===== src/rtl/fpu_pkg.sv =====
// Shared constants, op/error encodings and controller state for the vector FPU issue path.
package fpu_pkg;

   localparam int FPU_LANE_W = 16;
   localparam int FPU_LANES  = 16;
   localparam int FPU_DATA_W = FPU_LANES * FPU_LANE_W;

   typedef enum logic [1:0] {
      OP_VADD = 2'b00,
      OP_VDOT = 2'b01,
      OP_SMUL = 2'b10,
      OP_ILL  = 2'b11
   } op_e;

   typedef enum logic [1:0] {
      ERR_OK  = 2'b00,
      ERR_ILL = 2'b01,
      ERR_TMO = 2'b10
   } err_e;

   typedef enum logic [1:0] {
      ST_IDLE = 2'b00,
      ST_BUSY = 2'b01,
      ST_RESP = 2'b10
   } state_e;

endpackage


===== src/rtl/fpu_timeout_cnt.sv =====
// BUSY-cycle counter for the FPU issue controller; tc flags the last allowed cycle.
module fpu_timeout_cnt #(
   parameter int TIMEOUT_CYCLES = 64,
   localparam int CNT_W = (TIMEOUT_CYCLES > 2) ? $clog2(TIMEOUT_CYCLES) : 1
) (
   input  logic clk,
   input  logic rst_n,
   input  logic clr,
   input  logic en,
   output logic tc
);

   logic [CNT_W-1:0] cnt;

   always_ff @(posedge clk or negedge rst_n) begin
      if (!rst_n)
         cnt <= '0;
      else if (clr)
         cnt <= '0;
      else if (en)
         cnt <= cnt + 1'b1;
   end

   assign tc = (cnt == CNT_W'(TIMEOUT_CYCLES - 1));

endmodule


===== src/rtl/fpu_issue_ctrl.sv =====
// Issues one vector FPU operation at a time: latch operands, hold a one-hot strobe
// until fpu_done or timeout, then present the result on a ready/valid response.
//
// state   | meaning
// --------+--------------------------------------------------------------
// ST_IDLE | req_ready high, waiting for a request
// ST_BUSY | operands and one strobe held, waiting for fpu_done / timeout
// ST_RESP | rsp_valid high, rsp_* held until the consumer takes them
import fpu_pkg::*;

module fpu_issue_ctrl #(
   parameter int DATA_W         = FPU_DATA_W,
   parameter int LANE_W         = FPU_LANE_W,
   parameter int TIMEOUT_CYCLES = 64
) (
   input  logic              clk,
   input  logic              rst_n,
   input  logic              req_valid,
   output logic              req_ready,
   input  logic [1:0]        req_op,
   input  logic [DATA_W-1:0] req_va,
   input  logic [DATA_W-1:0] req_vb,
   input  logic [LANE_W-1:0] req_sa,
   input  logic [LANE_W-1:0] req_sb,
   output logic [DATA_W-1:0] fpu_va,
   output logic [DATA_W-1:0] fpu_vb,
   output logic [LANE_W-1:0] fpu_sa,
   output logic [LANE_W-1:0] fpu_sb,
   output logic              fpu_vadd,
   output logic              fpu_vdot,
   output logic              fpu_smul,
   input  logic [DATA_W-1:0] fpu_vout,
   input  logic [LANE_W-1:0] fpu_sout,
   input  logic              fpu_done,
   output logic              rsp_valid,
   input  logic              rsp_ready,
   output logic [DATA_W-1:0] rsp_vout,
   output logic [LANE_W-1:0] rsp_sout,
   output logic [1:0]        rsp_err
);

   state_e state_q, state_d;
   op_e    op;
   logic   accept, done_hit, tmo_hit, tc;

   assign op = op_e'(req_op);

   always_ff @(posedge clk or negedge rst_n) begin
      if (!rst_n)
         state_q <= ST_IDLE;
      else
         state_q <= state_d;
   end

   always_comb begin
      state_d  = state_q;
      accept   = 1'b0;
      done_hit = 1'b0;
      tmo_hit  = 1'b0;
      case (state_q)
         ST_IDLE: begin
            if (req_valid) begin
               accept  = 1'b1;
               state_d = (op == OP_ILL) ? ST_RESP : ST_BUSY;
            end
         end
         ST_BUSY: begin
            // done has priority over a timeout landing in the same cycle
            if (fpu_done) begin
               done_hit = 1'b1;
               state_d  = ST_RESP;
            end else if (tc) begin
               tmo_hit = 1'b1;
               state_d = ST_RESP;
            end
         end
         ST_RESP: begin
            if (rsp_ready)
               state_d = ST_IDLE;
         end
         default: state_d = ST_IDLE;
      endcase
   end

   assign req_ready = (state_q == ST_IDLE);
   assign rsp_valid = (state_q == ST_RESP);

   fpu_timeout_cnt #(
      .TIMEOUT_CYCLES (TIMEOUT_CYCLES)
   ) u_tmo (
      .clk   (clk),
      .rst_n (rst_n),
      .clr   (accept),
      .en    (state_q == ST_BUSY),
      .tc    (tc)
   );

   always_ff @(posedge clk or negedge rst_n) begin
      if (!rst_n) begin
         fpu_va   <= '0;
         fpu_vb   <= '0;
         fpu_sa   <= '0;
         fpu_sb   <= '0;
         fpu_vadd <= 1'b0;
         fpu_vdot <= 1'b0;
         fpu_smul <= 1'b0;
         rsp_vout <= '0;
         rsp_sout <= '0;
         rsp_err  <= ERR_OK;
      end else begin
         if (accept) begin
            fpu_va   <= req_va;
            fpu_vb   <= req_vb;
            fpu_sa   <= req_sa;
            fpu_sb   <= req_sb;
            fpu_vadd <= (op == OP_VADD);
            fpu_vdot <= (op == OP_VDOT);
            fpu_smul <= (op == OP_SMUL);
            if (op == OP_ILL) begin
               rsp_vout <= '0;
               rsp_sout <= '0;
               rsp_err  <= ERR_ILL;
            end
         end
         if (done_hit || tmo_hit) begin
            fpu_vadd <= 1'b0;
            fpu_vdot <= 1'b0;
            fpu_smul <= 1'b0;
         end
         if (done_hit) begin
            rsp_vout <= fpu_vout;
            rsp_sout <= fpu_sout;
            rsp_err  <= ERR_OK;
         end else if (tmo_hit) begin
            rsp_vout <= '0;
            rsp_sout <= '0;
            rsp_err  <= ERR_TMO;
         end
      end
   end

endmodule


===== config.mk =====
export PLATFORM = sky130hd
export DESIGN_NAME = fpu_issue_ctrl
export DESIGN_NICKNAME = d
export VERILOG_FILES = /design/src/rtl/fpu_pkg.sv /design/src/rtl/fpu_timeout_cnt.sv /design/src/rtl/fpu_issue_ctrl.sv
export SDC_FILE = /design/constraint.sdc
export NUM_CORES = 2
export LEC_CHECK = 0
export CAP_MARGIN = 20
export CORE_AREA = 2 2 635 637
export CTS_BUF_LIST = sky130_fd_sc_hd__clkbuf_8
export CTS_CLUSTER_SIZE = 25
export DETAILED_ROUTE_END_ITERATION = 6
export DIE_AREA = 0 0 637 639
export GPL_TIMING_DRIVEN = 1
export PLACE_DENSITY = 0.3
export SYNTH_ARGS = -nofsm -noshare
export SYNTH_HDL_FRONTEND = slang
export SYNTH_SLANG_ARGS = --single-unit

===== constraint.sdc =====
create_clock -name clk -period 3.6 [get_ports clk]
set_input_delay 0.72 -clock clk [delete_from_list [all_inputs] [get_ports clk]]
set_output_delay 0.72 -clock clk [all_outputs]
set_load 0.05 [all_outputs]

* Yosys cells after proc, flatten, opt, wreduce, memory -nomap -nowiden
Cells that the tools add are included.
Cells by class: $add $sub $neg 1, multipliers 0, divide/modulo/power cells 0, order comparisons 0, equality and inequality tests 9, shift operators 0, muxes and demuxes 33, bitwise gates (word level) 0, reductions and logical operators 9
Operators with widths (count):
- $mux 256 | 4
- $mux 16 | 4
- $mux 2 | 9
- $mux 1 | 13
- $mux 6 | 2
- $add 6x1->6 const B | 1
- $eq 2x2->1 const B | 3
- $eq 6x6->1 const B | 1
- $pmux 2 s3 | 1
- $reduce_bool 3->1 | 2
- $eq 2x1->1 const B | 2
- $logic_not 2->1 | 2
- $reduce_bool 2->1 | 2
- $ne 3x3->1 const B | 1
- $reduce_and 3->1 | 1
- $ne 2x1->1 const B | 1
- $ne 2x2->1 const B | 1
- $reduce_and 2->1 | 1
- $logic_or 1x1->1 | 1
Word-level totals: register bits 829, latch bits 0, RAM bits 0, memory bits (read-only) 0, input port bits 823, word-level logic and storage cells 64, memories 0

* Logic depth before layout (Yosys ltp)
depth after elaboration 6, gate-level depth with buffers 7

* Cells and area by module
A second synthesis with hierarchy kept.
Second synthesis, totals: cells, all modules 1825, area total of the unflattened synthesis 30430.4 um^2
By module, submodules not included:
- fpu_issue_ctrl | times used 1, cells an instance 1797, area an instance 30148.9 um^2
- fpu_timeout_cnt | times used 1, cells an instance 28, area an instance 281.5 um^2

* Worst setup path after synthesis
OpenSTA, ideal clock, no wires.
path kind register to output, from register state_q[0], to output port rsp_valid, data arrival time 1.240 ns, required time 2.880 ns, setup slack 1.640 ns, cell stages (with the launch flop) 3, path through dfrtp_1 buf_2 nor2b_1
Between the ends: cells in the longest elaborated chain, start to end 1
RTL lines:
- start: declaration | RTL line fpu_issue_ctrl.sv:42 | state_e state_q, state_d;
- start signal: assignment | RTL line fpu_issue_ctrl.sv:52 | state_q <= state_d;
- $eq 2x2->1 | RTL line fpu_issue_ctrl.sv:86 | assign rsp_valid = (state_q == ST_RESP);
- end: declaration | RTL line fpu_issue_ctrl.sv:35 | output logic rsp_valid,
No other way between the ends.

* Worst setup path after layout
from register rsp_vout[227], to output port rsp_vout[227]
RTL lines:
- start: declaration | RTL line fpu_issue_ctrl.sv:37 | output logic [DATA_W-1:0] rsp_vout,
- start signal: assignment | RTL line fpu_issue_ctrl.sv:131 | rsp_vout <= fpu_vout;
No word-level cell between the ends.

==> flow_metrics.env <==
export IMPL_grt_setup_unrepaired="no"
export IMPL_pwr_share_seq_pct=25.8
export IMPL_ys_warn_count=0
export IMPL_crit_arrival_ns=2.54
export IMPL_hold_class="input port to flip-flop"
export IMPL_switching_share_pct=54.22
export IMPL_critPathKind="flip-flop to output port"
export IMPL_instances_no_fill=10730
export IMPL_fmax_ghz=0.3065
export IMPL_synth_top_area_share_pct=65.57
export IMPL_area_delta_synth_final_pct=85.55
export IMPL_coreArea_um2=400900
export IMPL_tritoncts="built"
export IMPL_grt_pass1_wl_mm=374.3
export IMPL_switchingPower_w=0.03555
export IMPL_fillCellCount=45390
export IMPL_synth_edf_count=0
export IMPL_p_int_w=0.03002
export IMPL_grt_use_total_pct=13.97
export IMPL_slew_headroom_pct=31.31
export IMPL_synth_seq_cells=829
export IMPL_antenna_found_initial=145
export IMPL_fp_dieH_um=639
export IMPL_worst_clock_skew_ns=0.08026
export IMPL_grt_pass1_vias=33950
export IMPL_synth_area_leaders="dfrtp_1 66%, nand2_1 26%, o21ai_0 3.9%, buf_2 1.7%, clkbuf_1 0.88%"
export IMPL_slowest_delay_ns=1.06
export IMPL_cts_max_level=4
export IMPL_worstPathCellList="clkdlybuf4s50_1"
export IMPL_final_antenna_net_count=0
export IMPL_drive_above_1_share_pct=7.866
export IMPL_tightest_slew_ns=1.027
export IMPL_synthFlopType="dfrtp_1"
export IMPL_die_width_um=637
export IMPL_cts_sinks=829
export IMPL_finalCritPeriodShare_pct=90.63
export IMPL_worst_setup_path_end_kind="output port"
export IMPL_cts_setup_buffers=0
export IMPL_startpoint_type="flip-flop"
export IMPL_leakage_nw=25.56
export IMPL_p_clk_share_pct=17.9
export IMPL_drc=0
export IMPL_avgViaCountPerCell=3.015
export IMPL_setup_viol=0
export IMPL_hpwlAfterDp_mm=245.6
export IMPL_syn_area_per_cell_um2=8.920
export IMPL_status="completed"
export IMPL_power_frac_comb_pct=56.3
export IMPL_worstPathRequired_ns=2.88
export IMPL_place_area_um2=54680
export IMPL_syn_nets=4371
export IMPL_syn_area_um2=31640
export IMPL_stdcell_area_um2=58700
export IMPL_drv_cap=0
export IMPL_port_buffers=1645
export IMPL_slew_violations=0
export IMPL_vias=32340
export IMPL_cpMaxStageDelayCell="clkdlybuf4s50_1"
export IMPL_gp_congestion=0.9164
export IMPL_start_util_pct=7.893
export IMPL_finalSetupTns_ns=0
export IMPL_ir_worst_vdd_uv=455.6
export IMPL_cts_clk_slew_worst_paths_ns=0.06
export IMPL_min_period_ns=3.263
export IMPL_final_hold_violation_count=0
export IMPL_wl_per_cell_um=27.39
export IMPL_num_io_pins=1646
export IMPL_path_max_fanout=2
export IMPL_numPlacedInstances=10360
export IMPL_clockBufferDepth=4
export IMPL_critical_path_buf_inv_count=1
export IMPL_first_pass_iters=6
export IMPL_cpLargestDelayFamily="buffers and inverters"
export IMPL_yosys_area_top_type="dfrtp_1"
export IMPL_postRouteWirelength_mm=293.9
export IMPL_yosysUniqueCellTypes=36
export IMPL_insertion_delay_ns=1.00
export IMPL_fin_total_pwr_w=0.06557
export IMPL_netlist_instances=3547
export IMPL_cts_buffers=190
export IMPL_root_buffer="clkbuf_8"
export IMPL_initialDrtViolationCount=2160
export IMPL_power_density_nw_per_um2=1117
export IMPL_ys_seq_area_share_pct=65.57
export IMPL_async_reset_ff_share_pct=100.0
export IMPL_die_area_um2=407000
export IMPL_grt_ovfl_total=0
export IMPL_fin_nets=6088
export IMPL_rows=233
export IMPL_grt_max_degree=132
[state kept, by name (all words and copies together) (netlist names)]
| name | cells |
|---|---|
| fpu_vadd | 1 |
| fpu_vdot | 1 |
| fpu_va | 256 |
| fpu_smul | 1 |
| rsp_sout | 16 |
| fpu_sb | 16 |
| u_tmo.cnt | 6 |
| state_q | 2 |
| rsp_vout | 256 |
| rsp_err | 2 |
| fpu_vb | 256 |
| fpu_sa | 16 |
[logic make-up (layout without fill, tap and decap cells)]
| family | count (synthesis) | count (layout) | synth area share, % |
|---|---|---|---|
| adder cells (fa/ha/maj) | 1 | 1 | 0.03954 |
| buffers and inverters | 218 | 2074 | 3.298 |
| AO/OA/AOI/OAI | 294 | 294 | 4.766 |
| flip-flops | 829 | 829 | 65.57 |
| AND/OR/NAND/NOR | 2205 | 2205 | 26.33 |
| other | 0 | 38 | 0 |
[worst paths after layout]
kind	start	endpoint	slack, ns	cells after the start
min in group asynchronous	rst_n	fpu_vb[85]	0.39	2
worst max-delay path	rsp_vout[227]	rsp_vout[227]	0.34	1
worst min-delay path	req_vb[102]	fpu_vb[102]	0.23	3
worst min register to register	fpu_va[112]	fpu_va[112]	0.47	2
worst max register to register	state_q[1]	fpu_vb[137]	1.33	6
max in group asynchronous	rst_n	fpu_va[123]	2.09	3
[what timing repair did]
item	CTS	global route
gates resized for setup	3	0
hold buffers	1	0
endpoints found under the setup margin	1	0
hold endpoints to repair	11	0
[cell usage after synthesis (2+ instances only)]
| cell | n |
|---|---|
| a21oi_1 | 5 |
| a31oi_1 | 2 |
| buf_1 | 18 |
| buf_2 | 110 |
| buf_4 | 3 |
| buf_6 | 10 |
| clkbuf_1 | 74 |
| dfrtp_1 | 829 |
| inv_1 | 2 |
| nand2_1 | 2186 |
| nand3_1 | 2 |
| nand3b_1 | 4 |
| nor2_1 | 2 |
| nor2b_1 | 2 |
| nor3b_1 | 2 |
| o21ai_0 | 245 |
| o21ai_1 | 32 |
[cell usage in the layout, fill, tap and decap left out, drive strengths merged]
master / instances
or3: 1
ha: 1
nand4: 1
nand3b: 4
o21bai: 1
diode: 38
nor2b: 2
a311oi: 1
clkinvlp: 3
nor3b: 2
nand3: 2
o21ai: 277
clkdlybuf4s50: 1598
a31oi: 2
clkdlybuf4s15: 1
and3b: 1
and3: 1
buf: 141
a21oi: 5
dlygate4sd3: 1
o211ai: 1
a31o: 1
clkinv: 18
a41oi: 1
inv: 64
nand2b: 1
dfrtp: 829
a211o: 1
or3b: 1
o22ai: 2
clkbuf: 243
nor2: 2
o31ai: 1
or2: 1
bufinv: 5
nand2: 2186
a21o: 1
[area by class of cell]
class / instances / area, µm² / share of cell area [%]
Antenna cell: 38 / 95.09 / 0.1620
Timing Repair Buffer: 1741 / 17450 / 29.72
Clock buffer: 243 / 3344 / 5.697
Inverter: 2 / 7.507 / 0.01279
Sequential cell: 829 / 20740 / 35.34
Multi-Input combinational cell: 2500 / 9872 / 16.82
Clock inverter: 88 / 575.6 / 0.9804
Tap cell: 5287 / 6615 / 11.27
[metrics by stage]
step | util, % | setup slack [ns] | hold slack, ns
after floorplan | - | 1.640 | 0.4244
after global placement | 13.64 | 0.2963 | 0.4581
after detailed placement | 13.64 | 0.7244 | 0.4616
after CTS | 14.62 | 0.04571 | 0.03403
after global routing | 14.63 | 0.1051 | 0.1021
final | 14.64 | 0.3372 | 0.2251
[worst reg2reg max path, stage by stage (launching register included)]
cell and delay, ns:
dfrtp_1 0.37, buf_4 0.17, or3b_4 0.48, buf_4 0.24, buf_12 0.26, nand2_1 0.51
nand2_1 0.07
[power by group through the flow]
stage               sequential [W]  combinational, W  clock, W
floorplan                   0.0304           0.00591         0
global placement            0.0171            0.0380         0
detailed placement          0.0171            0.0379         0
CTS                         0.0171            0.0380    0.0124
global route                0.0175            0.0391    0.0127
finish                      0.0169            0.0369    0.0117
[per-layer routing]
metal | vias to the layer above | routed length (µm) | share of wire (%) | global-route usage, %
met5 | - | 188 | 0.064 | 0
met4 | 28 | 7691 | 2.6 | 3.286
met3 | 459 | 24980 | 8.5 | 5.198
met2 | 1416 | 156300 | 53 | 26.35
met1 | 15970 | 104800 | 36 | 14.47
li1 | 14460 | - | - | -
Power figures use the tool's default switching activity.
